[config.mk]
export PLATFORM = sky130hd
export DESIGN_NAME = step_motion_controller
export DESIGN_NICKNAME = d
export VERILOG_FILES = /design/src/rtl/step_ctrl_pkg.sv /design/src/rtl/step_rate_gen.sv /design/src/rtl/step_motion_controller.sv
export SDC_FILE = /design/constraint.sdc
export NUM_CORES = 1
export LEC_CHECK = 0
export BUFFER_PORTS_ARGS = -buffer_cell sky130_fd_sc_hd__buf_2
export CAP_MARGIN = 25
export CELL_PAD_IN_SITES_DETAIL_PLACEMENT = 1
export CELL_PAD_IN_SITES_GLOBAL_PLACEMENT = 2
export CORE_MARGIN = 4
export CORE_UTILIZATION = 34
export CTS_CLUSTER_SIZE = 28
export DETAILED_ROUTE_END_ITERATION = 6
export PLACE_DENSITY_LB_ADDON = 0.05
export SLEW_MARGIN = 5
export SYNTH_ARGS = -nofsm -noshare
export SYNTH_HDL_FRONTEND = slang
export SYNTH_SLANG_ARGS = --single-unit
[constraint.sdc]
create_clock -name clk -period 4.25 [get_ports clk]
set_clock_uncertainty 0.2 [all_clocks]
set_input_delay 0.85 -clock clk [delete_from_list [all_inputs] [get_ports clk]]
set_output_delay 0.85 -clock clk [all_outputs]
set_load 0.01 [all_outputs]
[src/rtl/step_ctrl_pkg.sv]
// Shared definitions for the step motion controller.
//  - state_t          : move sequencer states
//  - DEF_START_PERIOD : default start/stop period in clk cycles
//  - DEF_RAMP_DELTA   : default period change per ramp step
//  - MIN_PERIOD       : smallest usable cruise period (one idle cycle between pulses)
package step_ctrl_pkg;

  typedef enum logic [1:0] {
    IDLE   = 2'd0,
    ACCEL  = 2'd1,
    CRUISE = 2'd2,
    DECEL  = 2'd3
  } state_t;

  localparam int DEF_START_PERIOD = 1000;
  localparam int DEF_RAMP_DELTA   = 50;
  localparam int MIN_PERIOD       = 2;

endpackage

[src/rtl/step_rate_gen.sv]
// Step interval counter.
//  clk    : system clock
//  rst    : asynchronous reset, active-low
//  clr    : synchronous clear of the counter (wins over counting)
//  period : current interval length in clk cycles (>= 2)
//  tick   : high while the counter sits at period-1, i.e. the interval has elapsed
module step_rate_gen #(
  parameter int DIV_W = 20
) (
  input  logic             clk,
  input  logic             rst,
  input  logic             clr,
  input  logic [DIV_W-1:0] period,
  output logic             tick
);

  logic [DIV_W-1:0] cnt;

  // NOTE: state is updated with non-blocking assignments so every register
  // samples the pre-edge values of its neighbours regardless of block order.
  always_ff @(posedge clk or negedge rst) begin
    if (!rst) begin
      cnt <= '0;
    end else if (clr) begin
      cnt <= '0;
    end else begin
      cnt <= cnt + DIV_W'(1);
    end
  end

  assign tick = (cnt == period - DIV_W'(1));

endmodule

[src/rtl/step_motion_controller.sv]
// Move sequencer for the stepper phase FSM.
// Accepts a move command (steps, direction, full/half, cruise period) and emits
// make_step pulses following a linear trapezoidal ramp that starts and ends at
// START_PERIOD. Direction and step size are latched for the whole move.
//  clk        : system clock
//  rst        : asynchronous reset, active-low
//  cmd_valid  : move command present
//  cmd_ready  : controller idle; command taken when cmd_valid && cmd_ready
//  cmd_steps  : number of pulses to issue
//  cmd_dir    : 1 = clockwise, 0 = counter-clockwise
//  cmd_full   : 1 = full step, 0 = half step
//  cmd_period : cruise period in clk cycles (values below 2 are raised to 2)
//  abort      : level, requests a controlled stop through deceleration
//  make_step  : one-cycle step pulse
//  dir_out    : latched direction
//  full_out   : latched step size
//  busy       : move in progress
//  done       : one-cycle pulse when a move finishes
//  steps_left : remaining pulses of the current move
module step_motion_controller
  import step_ctrl_pkg::*;
#(
  parameter int CNT_W        = 16,
  parameter int DIV_W        = 20,
  parameter int START_PERIOD = DEF_START_PERIOD,
  parameter int RAMP_DELTA   = DEF_RAMP_DELTA
) (
  input  logic             clk,
  input  logic             rst,
  input  logic             cmd_valid,
  output logic             cmd_ready,
  input  logic [CNT_W-1:0] cmd_steps,
  input  logic             cmd_dir,
  input  logic             cmd_full,
  input  logic [DIV_W-1:0] cmd_period,
  input  logic             abort,
  output logic             make_step,
  output logic             dir_out,
  output logic             full_out,
  output logic             busy,
  output logic             done,
  output logic [CNT_W-1:0] steps_left
);

  localparam logic [DIV_W-1:0] START_P = DIV_W'(START_PERIOD);
  localparam logic [DIV_W-1:0] DELTA   = DIV_W'(RAMP_DELTA);
  localparam logic [DIV_W-1:0] MIN_P   = DIV_W'(MIN_PERIOD);

  // The period always stays within [cruise, START_P], so both differences
  // below are non-negative and the steps saturate instead of wrapping.
  function automatic logic [DIV_W-1:0] sat_add(input logic [DIV_W-1:0] p);
    return (START_P - p <= DELTA) ? START_P : p + DELTA;
  endfunction

  function automatic logic [DIV_W-1:0] sat_sub(input logic [DIV_W-1:0] p,
                                               input logic [DIV_W-1:0] floor_p);
    return (p - floor_p <= DELTA) ? floor_p : p - DELTA;
  endfunction

  state_t           state, state_nxt;
  logic [DIV_W-1:0] period_q, period_nxt;
  logic [DIV_W-1:0] cruise_q, cruise_nxt;
  logic [CNT_W-1:0] ramp_q, ramp_nxt;
  logic [CNT_W-1:0] steps_left_nxt;
  logic             dir_nxt, full_nxt, make_step_nxt, done_nxt;

  logic             tick, fire, rate_clr;
  logic [DIV_W-1:0] pc_in;
  logic [CNT_W-1:0] sl_dec, ramp_inc, sl_abort;
  logic [DIV_W-1:0] p_acc, p_up;

  assign busy      = (state != IDLE);
  assign cmd_ready = ~busy;

  // A step is due when the interval elapses during a move; the counter is
  // held at zero while idle so the first interval is measured from accept.
  assign fire     = tick & busy;
  assign rate_clr = ~busy | fire;

  step_rate_gen #(.DIV_W(DIV_W)) u_rate (
    .clk    (clk),
    .rst    (rst),
    .clr    (rate_clr),
    .period (period_q),
    .tick   (tick)
  );

  assign pc_in    = (cmd_period < MIN_P) ? MIN_P : cmd_period;
  assign sl_dec   = steps_left - CNT_W'(1);
  assign ramp_inc = (state == ACCEL) ? ramp_q + CNT_W'(1) : ramp_q;
  assign p_acc    = (state == ACCEL) ? sat_sub(period_q, cruise_q) : period_q;
  assign p_up     = sat_add(period_q);
  assign sl_abort = (steps_left < ramp_q) ? steps_left : ramp_q;

  // Step bookkeeping runs on the cycle the pulse is visible, so the counter
  // (cleared on the pulse edge) is at most 1 and cannot tick at the same time.
  // NOTE: every signal written here gets its default first, so no path
  // through the block leaves a value unassigned and no latch is inferred.
  always_comb begin
    state_nxt      = state;
    period_nxt     = period_q;
    cruise_nxt     = cruise_q;
    ramp_nxt       = ramp_q;
    steps_left_nxt = steps_left;
    dir_nxt        = dir_out;
    full_nxt       = full_out;
    make_step_nxt  = fire;
    done_nxt       = 1'b0;

    case (state)
      IDLE: begin
        if (cmd_valid) begin
          dir_nxt        = cmd_dir;
          full_nxt       = cmd_full;
          steps_left_nxt = cmd_steps;
          ramp_nxt       = '0;
          cruise_nxt     = pc_in;
          period_nxt     = (pc_in < START_P) ? START_P : pc_in;
          if (cmd_steps == '0) begin
            done_nxt = 1'b1;
          end else begin
            state_nxt = (pc_in < START_P) ? ACCEL : CRUISE;
          end
        end
      end

      default: begin
        if (make_step) begin
          steps_left_nxt = sl_dec;
          if (sl_dec == '0) begin
            state_nxt = IDLE;
            done_nxt  = 1'b1;
          end else if (state == DECEL) begin
            period_nxt = p_up;
          end else begin
            ramp_nxt = ramp_inc;
            if (sl_dec <= ramp_inc) begin
              // Braking point reached: the period climbs back from the
              // interval just completed, mirroring the acceleration side.
              state_nxt  = DECEL;
              period_nxt = p_up;
            end else begin
              period_nxt = p_acc;
              if (state == ACCEL && p_acc == cruise_q) begin
                state_nxt = CRUISE;
              end
            end
          end
        end else if (abort && !fire && state != DECEL) begin
          // Keep only as many steps as it takes to ramp back down.
          steps_left_nxt = sl_abort;
          if (sl_abort == '0) begin
            state_nxt = IDLE;
            done_nxt  = 1'b1;
          end else begin
            state_nxt  = DECEL;
            period_nxt = p_up;
          end
        end
      end
    endcase
  end

  always_ff @(posedge clk or negedge rst) begin
    if (!rst) begin
      state      <= IDLE;
      period_q   <= START_P;
      cruise_q   <= START_P;
      ramp_q     <= '0;
      steps_left <= '0;
      dir_out    <= 1'b1;
      full_out   <= 1'b1;
      make_step  <= 1'b0;
      done       <= 1'b0;
    end else begin
      state      <= state_nxt;
      period_q   <= period_nxt;
      cruise_q   <= cruise_nxt;
      ramp_q     <= ramp_nxt;
      steps_left <= steps_left_nxt;
      dir_out    <= dir_nxt;
      full_out   <= full_nxt;
      make_step  <= make_step_nxt;
      done       <= done_nxt;
    end
  end

endmodule

==> metrics.csv <==
stage,metric,value,unit
run_status,outcome,finished clean,
timing,worst slew pin tran,782,ps
placed_design,placed insts,1794,
finish,Layout area overhead,17.7,%
grt,GR Util All Layers,25.7,%
timing,max frequency,0.243,GHz
synth,yosys warns,0,
route,via count of the routed design,10500,
critical_path,Crit. End Element,flip-flop,
finish,fin cells,1817,
route,drt wl/cell,23.6,um
synth,sequential share of the synthesized area,24.1,%
timing,final setup vio count,0,
clocking,total CTS buffers,9,
run,MaxCap Viol Count,0,
synth,Mapped Nets,1414,
critical_path,crit path DAT,4180,ps
synth,post-synth top area share,20.5,%
grt,grt ovf,0,
grt,vias in the first global route,11100,
die,Die Width,182,um
critical_path,R2R depth,17,
finish,share of cells above drive strength 1,20.0,%
route,drt via density,5.79,
hold_path,hold path depth,2,
placed_design,Port Buffer Count,63,
clocking,Root Driver,clkbuf_16,
placed_design,Setup Slack @ Placement,-113,ps
synth,commonest cells in the netlist,"nand2_1, nor2_1, dfrtp_1, xnor2_1",
die,core area,29700,um2
synth,Synth Cell Area,10300,um2
die,I/O pin total,64,
synth,Yosys top cell by area,dfrtp_1,
route,metal3 WL,1310,um
critical_path,R2R setup slack,140,ps
finish,ant diodes,0,
synth,Post-synth EDFFs,0,
synth,Syn Area/Cell,7.81,um2
grt,largest net degree at the start of global routing,52,
synth,asr flop ratio synth,100,%
critical_path,reg2reg start,steps_left[0]$_DFFE_PN0P_,
route,"antenna viol nets, final",0,
route,drt pass-1 iters,6,
synth,synth top area cells,"dfrtp_1, ha_1, xnor2_1",
synth,most frequent cell after synthesis,nand2_1,
clocking,Num Clock Sinks,98,
critical_path,crit path max fanout,4,
timing,Tmin final,4110,ps
die,DIE HEIGHT,182,um
die,Die ar.,33000,um2
route,Max Used Layer,met4,
clocking,CTS tree,built,
clocking,CTS Hold Bufs,0,
synth,#FFs+latches synth,98,
route,initial DRC count,544,
clocking,worst skew pair latency,380,ps
timing,relative slew slack,47.8,%
critical_path,critical setup path kind,reg2reg,
grt,initial antenna violation count,0,
route,met2 wire length,21700,um
timing,Final WS setup,138,ps
clocking,clk buf depth,2,
route,Metal-1 WL,18700,um
power_and_ir_drop,PwrDens,838,nW/um2
hold_path,start point of the worst hold path,full_out$_DFFE_PN1P_,
die,row count,63,
route,DRC errors left,0,
critical_path,"Req. time, crit path",4320,ps
synth,Synth Flop Type,dfrtp_1,
placed_design,placed cell area,11600,um2
placed_design,Detailed Place HPWL,34000,um
timing,Fin. Hold Viols,0,
clocking,htree depth,3,
finish,"Design Area, Final",12100,um2
synth,Synth Instances,1312,
power_and_ir_drop,Worst VDD drop,300,uV
clocking,"Reg clk slew, reported paths",80,ps
route,Final Routed Wirelength,42800,um
grt,first-pass GRT wire length,66300,um
critical_path,reg2reg end,state[0]$_DFFE_PN0P_,
hold_path,Hold Path End,full_out$_DFFE_PN1P_,
power_and_ir_drop,Leak,4.88,nW
synth,Synth cell types,101,
critical_path,Setup crit start kind,flip-flop,
placed_design,Final Wtd Congestion,0.897,
finish,Total Nets Final,1525,
timing,final period utilization,96.8,%
timing,Final Max Tran Viols,0,
hold_path,worst hold path type,reg2reg,
die,initial core utilization,34.5,%
## cell usage in the layout (no fill, tap or decap), types with 9 or more instances in the layout
| cell type | netlist | routed |
|---|---|---|
| nand4_1 | 27 | 27 |
| ha_1 | 59 | 58 |
| o21ai_1 | 15 | 16 |
| a21oi_1 | 74 | 73 |
| dfrtp_1 | 84 | 84 |
| nand2_1 | 125 | 125 |
| inv_1 | 62 | 62 |
| and3_1 | 17 | 16 |
| and2_1 | 12 | 11 |
| nor4_1 | 21 | 21 |
| a211oi_1 | 20 | 19 |
| nor3_1 | 46 | 44 |
| o211ai_1 | 24 | 24 |
| or3_1 | 13 | 13 |
| a31oi_1 | 19 | 19 |
| xnor2_1 | 82 | 81 |
| dfstp_2 | 14 | 14 |
| nand2b_1 | 14 | 14 |
| xor2_1 | 47 | 47 |
| o21a_1 | 10 | 10 |
| a21o_1 | 18 | 17 |
| o21ai_0 | 74 | 71 |
| nand3_1 | 64 | 63 |
| buf_2 | 11 | 62 |
| nor2_1 | 107 | 106 |
| clkbuf_16 | 0 | 9 |
| buf_4 | 6 | 119 |
## per-layer routing
layer  track usage, %  up-vias
li1                 -     4988
met1             32.1     5269
met2             46.3      207
met3             3.08       58
met4             8.08        0
met5                0        -
## cell type report
cell class | count | area, um2
clock buffers | 9 | 225
clock inverters | 6 | 65.1
fillers | 3593 | 17600
inverters | 62 | 233
multi-input cells | 1065 | 7270
flip-flops and latches | 98 | 2470
well taps | 390 | 488
repair buffers | 187 | 1320
## cell families (layout without fill, tap and decap cells)
logic type / after synthesis / in the layout / share of synthesized area (%)
DFF: 98 / 98 / 24.1
adders and majority gates: 60 / 60 / 7.40
AOI/OAI and AO/OA: 353 / 353 / 24.0
and+or+nand+nor: 511 / 511 / 26.0
xor gates and xnor gates: 130 / 130 / 11.2
buffers and inverters: 149 / 264 / 6.10
muxes: 11 / 11 / 1.15
## critical path: stages (launching register included)
cell and delay, ps:
dfrtp_1 390, inv_1 100, ha_1 170, buf_4 120, or4b_4 460, or3_4 380, nor3_2 140, xor2_1 250
ha_1 180, nand2_1 70, nor2_1 200, o21ai_2 110, buf_4 160, a21bo_2 240, a31oi_1 180, nand3_1 100
o211a_1 270, mux2_4 290
## worst max path at each step
stage,cells after the start,start,endpoint
detailed placement,17,steps_left[0]$_DFFE_PN0P_,period_q[4]$_DFFE_PN0P_
global route,13,period_q[2]$_DFFE_PN0P_,period_q[14]$_DFFE_PN0P_
floorplan,18,state[0]$_DFFE_PN0P_,period_q[15]$_DFFE_PN0P_
CTS,17,steps_left[0]$_DFFE_PN0P_,period_q[4]$_DFFE_PN0P_
global placement,14,steps_left[3]$_DFFE_PN0P_,period_q[4]$_DFFE_PN0P_
finish,17,steps_left[0]$_DFFE_PN0P_,state[0]$_DFFE_PN0P_
## sequential cells by signal (all words and copies together), names as in the netlist
register and cells:
cruise_q 20, period_q 20, u_rate.cnt 20, ramp_q 16, steps_left 16, state 2, dir_out 1, done 1
full_out 1, make_step 1
## power by group
part | internal, mW | switching, mW
sequential | 1.31 | 0.367
clock | 0.457 | 0.444
combinational | 3.00 | 4.53
total | 4.77 | 5.34
## through the flow
| step | hold WS, ps | power, mW | setup TNS (ps) | utilization [%] |
|---|---|---|---|---|
| finish | 260 | 10.1 | 0 | 40.6 |
| global route | 278 | 10.9 | -137 | 40.6 |
| CTS | 267 | 10.0 | -26.2 | 40.0 |
| detailed placement | 253 | 9.03 | -247 | 39.0 |
| global placement | 246 | 8.94 | -101 | 39.0 |
| floorplan | 265 | 6.45 | 0 | - |
## what timing repair did
action / in CTS / in global routing
buffers inserted: 0 / 8
pin swaps: 0 / 9
gates resized for setup: 2 / 23
cloned: 0 / 0
endpoints found under the setup margin: 11 / 24
Note: power is estimated with default switching activity, not from simulation.
